==> config.mk <==
export PLATFORM = sky130hd
export DESIGN_NAME = conv3x3_mac
export DESIGN_NICKNAME = d
export VERILOG_FILES = /design/src/rtl/conv3x3_mac.sv
export SDC_FILE = /design/constraint.sdc
export NUM_CORES = 2
export LEC_CHECK = 0
export BUFFER_PORTS_ARGS = -buffer_cell sky130_fd_sc_hd__buf_4
export CAP_MARGIN = 10
export CORE_ASPECT_RATIO = 1.4
export CORE_MARGIN = 4
export CORE_UTILIZATION = 55
export CTS_BUF_LIST = sky130_fd_sc_hd__clkbuf_4
export DETAILED_ROUTE_END_ITERATION = 8
export PLACE_DENSITY = 0.84
export SLEW_MARGIN = 25
export SYNTH_ARGS = -nofsm -noshare
export SYNTH_HDL_FRONTEND = slang
export SYNTH_SLANG_ARGS = --single-unit
==> constraint.sdc <==
create_clock -name clk -period 7.2 [get_ports clk]
set_input_delay 0.72 -clock clk [delete_from_list [all_inputs] [get_ports clk]]
set_output_delay 0.72 -clock clk [all_outputs]
set_load 0.01 [all_outputs]
==> src/rtl/conv3x3_mac.sv <==
// conv3x3_mac: three-stage 3x3 signed MAC with bias, round-half-up shift and OUT_W saturation.
// Build macro CONV3X3_MAC_RELU_EN additionally clamps negative results to zero.
module conv3x3_mac #(
  parameter int DATA_W  = 8,
  parameter int W_W     = 8,
  parameter int ACC_W   = 32,
  parameter int OUT_W   = 8,
  parameter int COORD_W = 4
) (
  input  logic                 clk,
  input  logic                 rst_n,
  input  logic                 cfg_load,
  output logic                 cfg_ready,
  input  logic [W_W*9-1:0]     cfg_weights,
  input  logic [ACC_W-1:0]     cfg_bias,
  input  logic [4:0]           cfg_shift,
  input  logic                 in_valid,
  output logic                 in_ready,
  input  logic [DATA_W*9-1:0]  in_window,
  input  logic [COORD_W-1:0]   in_row,
  input  logic [COORD_W-1:0]   in_col,
  output logic                 out_valid,
  input  logic                 out_ready,
  output logic [OUT_W-1:0]     out_data,
  output logic [COORD_W-1:0]   out_row,
  output logic [COORD_W-1:0]   out_col
);

  localparam int P_W = DATA_W + W_W;
  localparam logic signed [ACC_W:0] SAT_MAX = (ACC_W+1)'((2**(OUT_W-1)) - 1);
  localparam logic signed [ACC_W:0] SAT_MIN = -SAT_MAX - 1;

  logic                     en;
  logic [W_W*9-1:0]         w_q;
  logic signed [ACC_W-1:0]  bias_q, bias1_q;
  logic [4:0]               shift_q, shift1_q, shift2_q;
  logic                     v1_q, v2_q, v3_q;
  logic signed [P_W-1:0]    p_d [9];
  logic signed [P_W-1:0]    p_q [9];
  logic signed [ACC_W-1:0]  sum_d, sum_q;
  logic [COORD_W-1:0]       row1_q, col1_q, row2_q, col2_q, row3_q, col3_q;
  logic signed [ACC_W:0]    ext, half, rq;
  logic [OUT_W-1:0]         data3_d, data3_q;

  assign en        = !v3_q || out_ready;
  assign in_ready  = en;
  assign cfg_ready = !(v1_q || v2_q || v3_q);

  assign out_valid = v3_q;
  assign out_data  = data3_q;
  assign out_row   = row3_q;
  assign out_col   = col3_q;

  always_ff @(posedge clk or negedge rst_n) begin
    if (!rst_n) begin
      w_q     <= '0;
      bias_q  <= '0;
      shift_q <= '0;
    end else if (cfg_load && cfg_ready) begin
      w_q     <= cfg_weights;
      bias_q  <= cfg_bias;
      shift_q <= cfg_shift;
    end
  end

  always_comb begin
    for (int unsigned k = 0; k < 9; k++) begin
      p_d[k] = P_W'($signed(in_window[k*DATA_W +: DATA_W])) *
               P_W'($signed(w_q[k*W_W +: W_W]));
    end
  end

  always_comb begin
    sum_d = bias1_q;
    for (int unsigned k = 0; k < 9; k++) begin
      sum_d = sum_d + ACC_W'(p_q[k]);
    end
  end

  // Rounding add is done one bit wider so the +half term cannot overflow before the shift.
  always_comb begin
    ext  = {sum_q[ACC_W-1], sum_q};
    half = '0;
    if (shift2_q != 5'd0) half = (ACC_W+1)'(1) << (shift2_q - 5'd1);
    rq   = (shift2_q == 5'd0) ? ext : ((ext + half) >>> shift2_q);
    if (rq > SAT_MAX)      data3_d = OUT_W'(SAT_MAX);
    else if (rq < SAT_MIN) data3_d = OUT_W'(SAT_MIN);
    else                   data3_d = rq[OUT_W-1:0];
`ifdef CONV3X3_MAC_RELU_EN
    if (data3_d[OUT_W-1]) data3_d = '0;
`endif
  end

  // Bias and shift travel with the window so a same-edge config load never affects it.
  always_ff @(posedge clk or negedge rst_n) begin
    if (!rst_n) begin
      v1_q     <= 1'b0;
      v2_q     <= 1'b0;
      v3_q     <= 1'b0;
      for (int unsigned k = 0; k < 9; k++) p_q[k] <= '0;
      sum_q    <= '0;
      bias1_q  <= '0;
      shift1_q <= '0;
      shift2_q <= '0;
      row1_q   <= '0;
      col1_q   <= '0;
      row2_q   <= '0;
      col2_q   <= '0;
      row3_q   <= '0;
      col3_q   <= '0;
      data3_q  <= '0;
    end else if (en) begin
      v1_q     <= in_valid;
      for (int unsigned k = 0; k < 9; k++) p_q[k] <= p_d[k];
      bias1_q  <= bias_q;
      shift1_q <= shift_q;
      row1_q   <= in_row;
      col1_q   <= in_col;
      v2_q     <= v1_q;
      sum_q    <= sum_d;
      shift2_q <= shift1_q;
      row2_q   <= row1_q;
      col2_q   <= col1_q;
      v3_q     <= v2_q;
      data3_q  <= data3_d;
      row3_q   <= row2_q;
      col3_q   <= col2_q;
    end
  end

endmodule

Yosys cells after proc, flatten, opt, wreduce, memory -nomap -nowiden. Cells that the tools add are included. Widths: inputs -> output; s select.

Logic and storage cells: 62. Input port bits: 194. Output and inout bits: 19. Register bits: 362.

Muxes and demuxes: 4. $add $sub $neg: 11. Reductions and logical operators: 8. Shift operators: 2. Multiply operators: 9. Order comparisons: 2.

Operator list (number): $add 32x16->32 (9); $mul 8x8->16 (9); $mux 33 (2); $add 32x33->33 (1); $gt 33x8->1 const B (1); $lt 33x8->1 const B (1); $shl 1x5->33 const A (1); $sshr 33x5->33 (1); $mux 8 (2); $logic_not 5->1 (1); $reduce_bool 5->1 (1); $sub 5x1->5 const B (1); $logic_or 1x1->1 (3); $logic_not 1->1 (2); $logic_and 1x1->1 (1).

Depth between registers and ports, before layout.
Depth in word-level cells: 9. Gate-level depth with buffers: 27. Mapped depth without buffers: 27.

Least setup slack after synthesis. No wires, ideal clock.

Kind: flip-flop to flip-flop. Start point: register shift2_q[1]. End point: register data3_q[3] (netlist: out_data[3]). Clock period less this slack: 5882 ps. Stages on the path, launching flop included: 23. Required time: 7096 ps. Path slack: 1318 ps. Data arrival time: 5778 ps. Path buffers: 5. Setup time: 104 ps. Cells stage by stage: dfrtp_1 clkbuf_1 clkbuf_1 buf_1 buf_1 clkbuf_1 nand4_1 fa_1 nand2b_1 a21oi_2 nor3_2 o31ai_4 a31oi_4 a2111o_1 o2111ai_1 nand2_1 a221oi_1 a32oi_1 or4_1 or3_1 nor4_2 a41oi_2 o311ai_1.

Word-level cells in the longest chain between the ends: 9. Elaborated cells between the ends (all ways): 12. Those cells by class: add/sub: 2; order compare: 2; shift: 2; mux: 4; reduce/logical: 2.

Ends and longest elaborated chain: start: declaration (RTL line 36) `logic [4:0] shift_q, shift1_q, shift2_q;`; start signal: assignment (RTL line 121) `shift2_q <= shift1_q;`; $sub 5x1->5 (RTL line 84) `if (shift2_q != 5'd0) half = (ACC_W+1)'(1) << (shift2_q - 5'd1);`; $shl 1x5->33 (RTL line 84); $mux 33 (RTL line 84); $add 32x33->33 (RTL line 85) `rq = (shift2_q == 5'd0) ? ext : ((ext + half) >>> shift2_q);`; $sshr 33x5->33 (RTL line 85); $mux 33 * (RTL line 85); $lt 33x8->1 (RTL line 87) `else if (rq < SAT_MIN) data3_d = OUT_W'(SAT_MIN);`; $mux 8 (RTL line 87); $mux 8 * (RTL line 86) `if (rq > SAT_MAX) data3_d = OUT_W'(SAT_MAX);`; end signal: assignment (RTL line 125) `data3_q <= data3_d;`; end: declaration (RTL line 43) `logic [OUT_W-1:0] data3_d, data3_q;`.

Every way passes the cells marked *; elsewhere a longest branch is shown, timed or not. A chain may end at the register's enable or synchronous reset.

Worst setup path in the final report.
Start point: register p_q[83] in the netlist's numbering. End point: register sum_q[31].

Word-level cells in the longest chain between the ends: 6.

Ends and longest elaborated chain: start: declaration (RTL line 39) `logic signed [P_W-1:0] p_q [9];`; $add 32x16->32 (6 in a row) (RTL line 76) `sum_d = sum_d + ACC_W'(p_q[k]);`; end signal: assignment (RTL line 120) `sum_q <= sum_d;`; end: declaration (RTL line 40) `logic signed [ACC_W-1:0] sum_d, sum_q;`.

No other way between the ends.

==> flow_metrics.tcl <==
set metrics [dict create \
    status "finished, final reports clean" \
    synth-xor-area-share_pct 3.56 \
    maxCapViolCount 0 \
    drive_above_1_share_pct 11.0 \
    syn_avg_cell_area_um2 9.35 \
    grt_use_total_pct 27.9 \
    crit_top_cell "fa_1" \
    die_area_mm2 0.0874 \
    r2r_end "sum_q[31]" \
    max_stage_delay_ns 0.55 \
    firstDrtPassIters 6 \
    max_freq_mhz 153 \
    setup_viol 0 \
    ff2ff_setup_slack_ns 0.68 \
    yosys_register_bits 362 \
    vias 35700 \
    nNetsFinal 6408 \
    cp_max_fo 5 \
    layout_common_cells "inv_1 (824), fa_1 (694), nand2_1 (681), and2_1 (363), dfrtp_1 (361)" \
    synth_fp_nets 6076 \
    antenna_found_initial 6 \
    synth-compound-area-share_pct 9.46 \
    vias_per_cell 5.63 \
    synth_cell_types 95 \
    hold_depth 2 \
    ios 213 \
    port_buffers 212 \
    grt_setup_unrepaired "false" \
    root_buffer "clkbuf_4" \
    fin_crit_sh_pct 90.6 \
    critPathKind "reg2reg" \
    coreArea_mm2 0.0818 \
    synthSimpleGateAreaFrac_pct 15.8 \
    synth_area_mm2 0.0455 \
    grt_util_met1_pct 31.1 \
    wl_um 120000 \
    synth_ff_type "dfrtp_1" \
    netlist_instances 4860 \
    reg2reg_depth 23 \
    min-delay-path-class "in2reg" \
    ys_warn_count 0 \
    worst_path_max_delay_cell "fa_1" \
    dieWidth_um 251 \
    slew_violations 0 \
    die_h_um 348 \
    worstMarginPinSlew_ns 1.02 \
    grt_max_degree 161 \
    crit_family "adder cells" \
    hpwlAfterDp_um 95100 \
    critPathArrivalTime_ns 7.29 \
    use_met2_pct 50.2 \
    grt_pass1_vias 39100 \
    clk_path_buf_depth 3 \
    hold_viol_final 0 \
    async_flop_share_pct 100 \
    grt_pass1_wl_um 197000 \
    num-fill-cells 6352 \
    synth_top_family_by_area "adder cells" \
    crit_required_ns 7.97 \
    worstSkewPairLatency_ns 0.96 \
    finClkSkew_ns 0.101 \
    whs_endpoint "bias_q[16]" \
    muxShareOfSynthArea_pct 3.53 \
    endpoint_kind "flip-flop" \
    grt-busiest-layer "met2" \
    timing.rr.start "p_q[83]" \
    htree_num_levels 3 \
    grtUsageMet3_pct 4.29 \
    startpoint_type "flip-flop" \
    final_antenna_net_count 0 \
    row_count 124 \
    wire_per_inst_um 18.9 \
    synth_edf_count 0 \
    path_buf_inv 2 \
    drt_iter0_drc 2019 \
    grt_overflow 0 \
    synth-adder-area-share_pct 39.6 \
    maxSlewHeadroom_pct 31.8 \
    clock-sinks 362 \
    cts_tree "done" \
    cts_made_buffers 97 \
    place.gp.congestion 1.01 \
    hold_start "cfg_bias[16]" \
    period_needed_ns 6.52 \
    mostFrequentLayoutCell "inv_1" \
    start_util_pct 55.6 \
    ys_seq_area_share_pct 19.9 \
    path_cells "fa_1 > inv_1 > fa_1 > fa_1 > inv_1 > fa_1 > fa_1 > ha_1 > a21oi_1 > nor2_1 > nor2_1 > o21ba_2 > o21ai_0 > nand4_1 > a31oi_1 > a211oi_1 > o31ai_1 > a211o_1 > a41oi_1 > o21bai_1 > a21oi_1 > xnor2_1 > o21ai_0" \
    tns_ns 0 \
    cts.reportedPaths.clkPinSlew_ns 0.09 \
    drc 0 \
    synthToLayoutAreaGrowth_pct 11.6 \
]
through the flow:
step                cell area, um2  setup slack, ns  std cells  utilization, %  hold slack, ns
floorplan                    45500             1.32       4860               -           0.424
global placement             48400            0.897       6060            59.2           0.449
detailed placement           48400            0.776       6060            59.2           0.456
CTS                          50700            0.758       6339            62.1        0.000138
global route                 50700            0.201       6343            62.1          0.0117
finish                       50800            0.678       6344            62.1          0.0621
cells in the mapped netlist, types with 43 or more instances:
cell type,n,area (um2)
nand2_1,681,2560
a21o_1,44,330
ha_1,328,4100
nor2_1,226,848
dfrtp_1,362,9060
mux2_2,109,1230
clkbuf_1,124,465
a21oi_1,233,1170
and2_1,364,2280
xnor2_1,142,1240
nand2b_1,85,532
inv_1,825,3100
fa_1,694,13900
o21ai_0,144,721
xor2_1,43,377
kinds of logic after synthesis:
group,after synthesis
adders and majority gates,1022
DFF,362
xor gates and xnor gates,185
AOI/OAI and AO/OA,664
and+or+nand+nor,1513
other,1
muxes,139
buffers and inverters,974
worst register-to-register path, cell delays in order (launching register included):
cell	delay [ns]
dfrtp_1	0.41
fa_1	0.54
inv_1	0.05
fa_1	0.49
fa_1	0.55
inv_1	0.05
fa_1	0.49
fa_1	0.42
ha_1	0.34
a21oi_1	0.07
nor2_1	0.09
nor2_1	0.07
o21ba_2	0.21
o21ai_0	0.27
nand4_1	0.18
a31oi_1	0.45
a211oi_1	0.20
o31ai_1	0.55
a211o_1	0.25
a41oi_1	0.17
o21bai_1	0.15
a21oi_1	0.10
xnor2_1	0.16
o21ai_0	0.10
sequential cells by signal, indices dropped and copies added, names as in the netlist:
| signal | count |
|---|---|
| bias1_q | 32 |
| bias_q | 32 |
| col1_q | 4 |
| col2_q | 4 |
| out_col | 4 |
| out_data | 8 |
| out_row | 4 |
| out_valid | 1 |
| p_q | 144 |
| row1_q | 4 |
| row2_q | 4 |
| shift1_q | 5 |
| shift2_q | 5 |
| shift_q | 5 |
| sum_q | 32 |
| v1_q | 1 |
| v2_q | 1 |
| w_q | 72 |
per-layer routing:
metal  up-vias  wire [um]
met5         -          9
met4         2       8470
met3       456       6630
met2      1214      62300
met1     18000      42400
li1      16100          -
how the worst max path moves through the flow:
| stage | from | endpoint | slack, ns | depth (start not counted) |
|---|---|---|---|---|
| finish | p_q[83] | sum_q[31] | 0.68 | 23 |
| global route | p_q[34] | sum_q[31] | 0.20 | 25 |
| CTS | p_q[83] | sum_q[31] | 0.76 | 23 |
| detailed placement | p_q[83] | sum_q[31] | 0.78 | 23 |
| global placement | p_q[82] | sum_q[31] | 0.90 | 25 |
| floorplan | shift2_q[1] | out_data[3] | 1.32 | 22 |
cell type report:
class	instances	area, um2	share of cell area (%)
diodes	5	12.5	0.0247
clock buffers	128	961	1.89
clock inverters	47	367	0.722
inverters	826	3110	6.12
multi-input cells	3524	32700	64.5
flip-flops and latches	362	9060	17.9
well taps	1071	1340	2.64
repair buffers	381	3170	6.25
what timing repair did:
action                    CTS  global route
hold buffers              104             0
gates resized for setup     0             0
buffers inserted            0             0
hold endpoints to repair  179             0
Power is not shown: default switching activity piles up to over one toggle a cycle in this logic, so the estimate is an artifact.
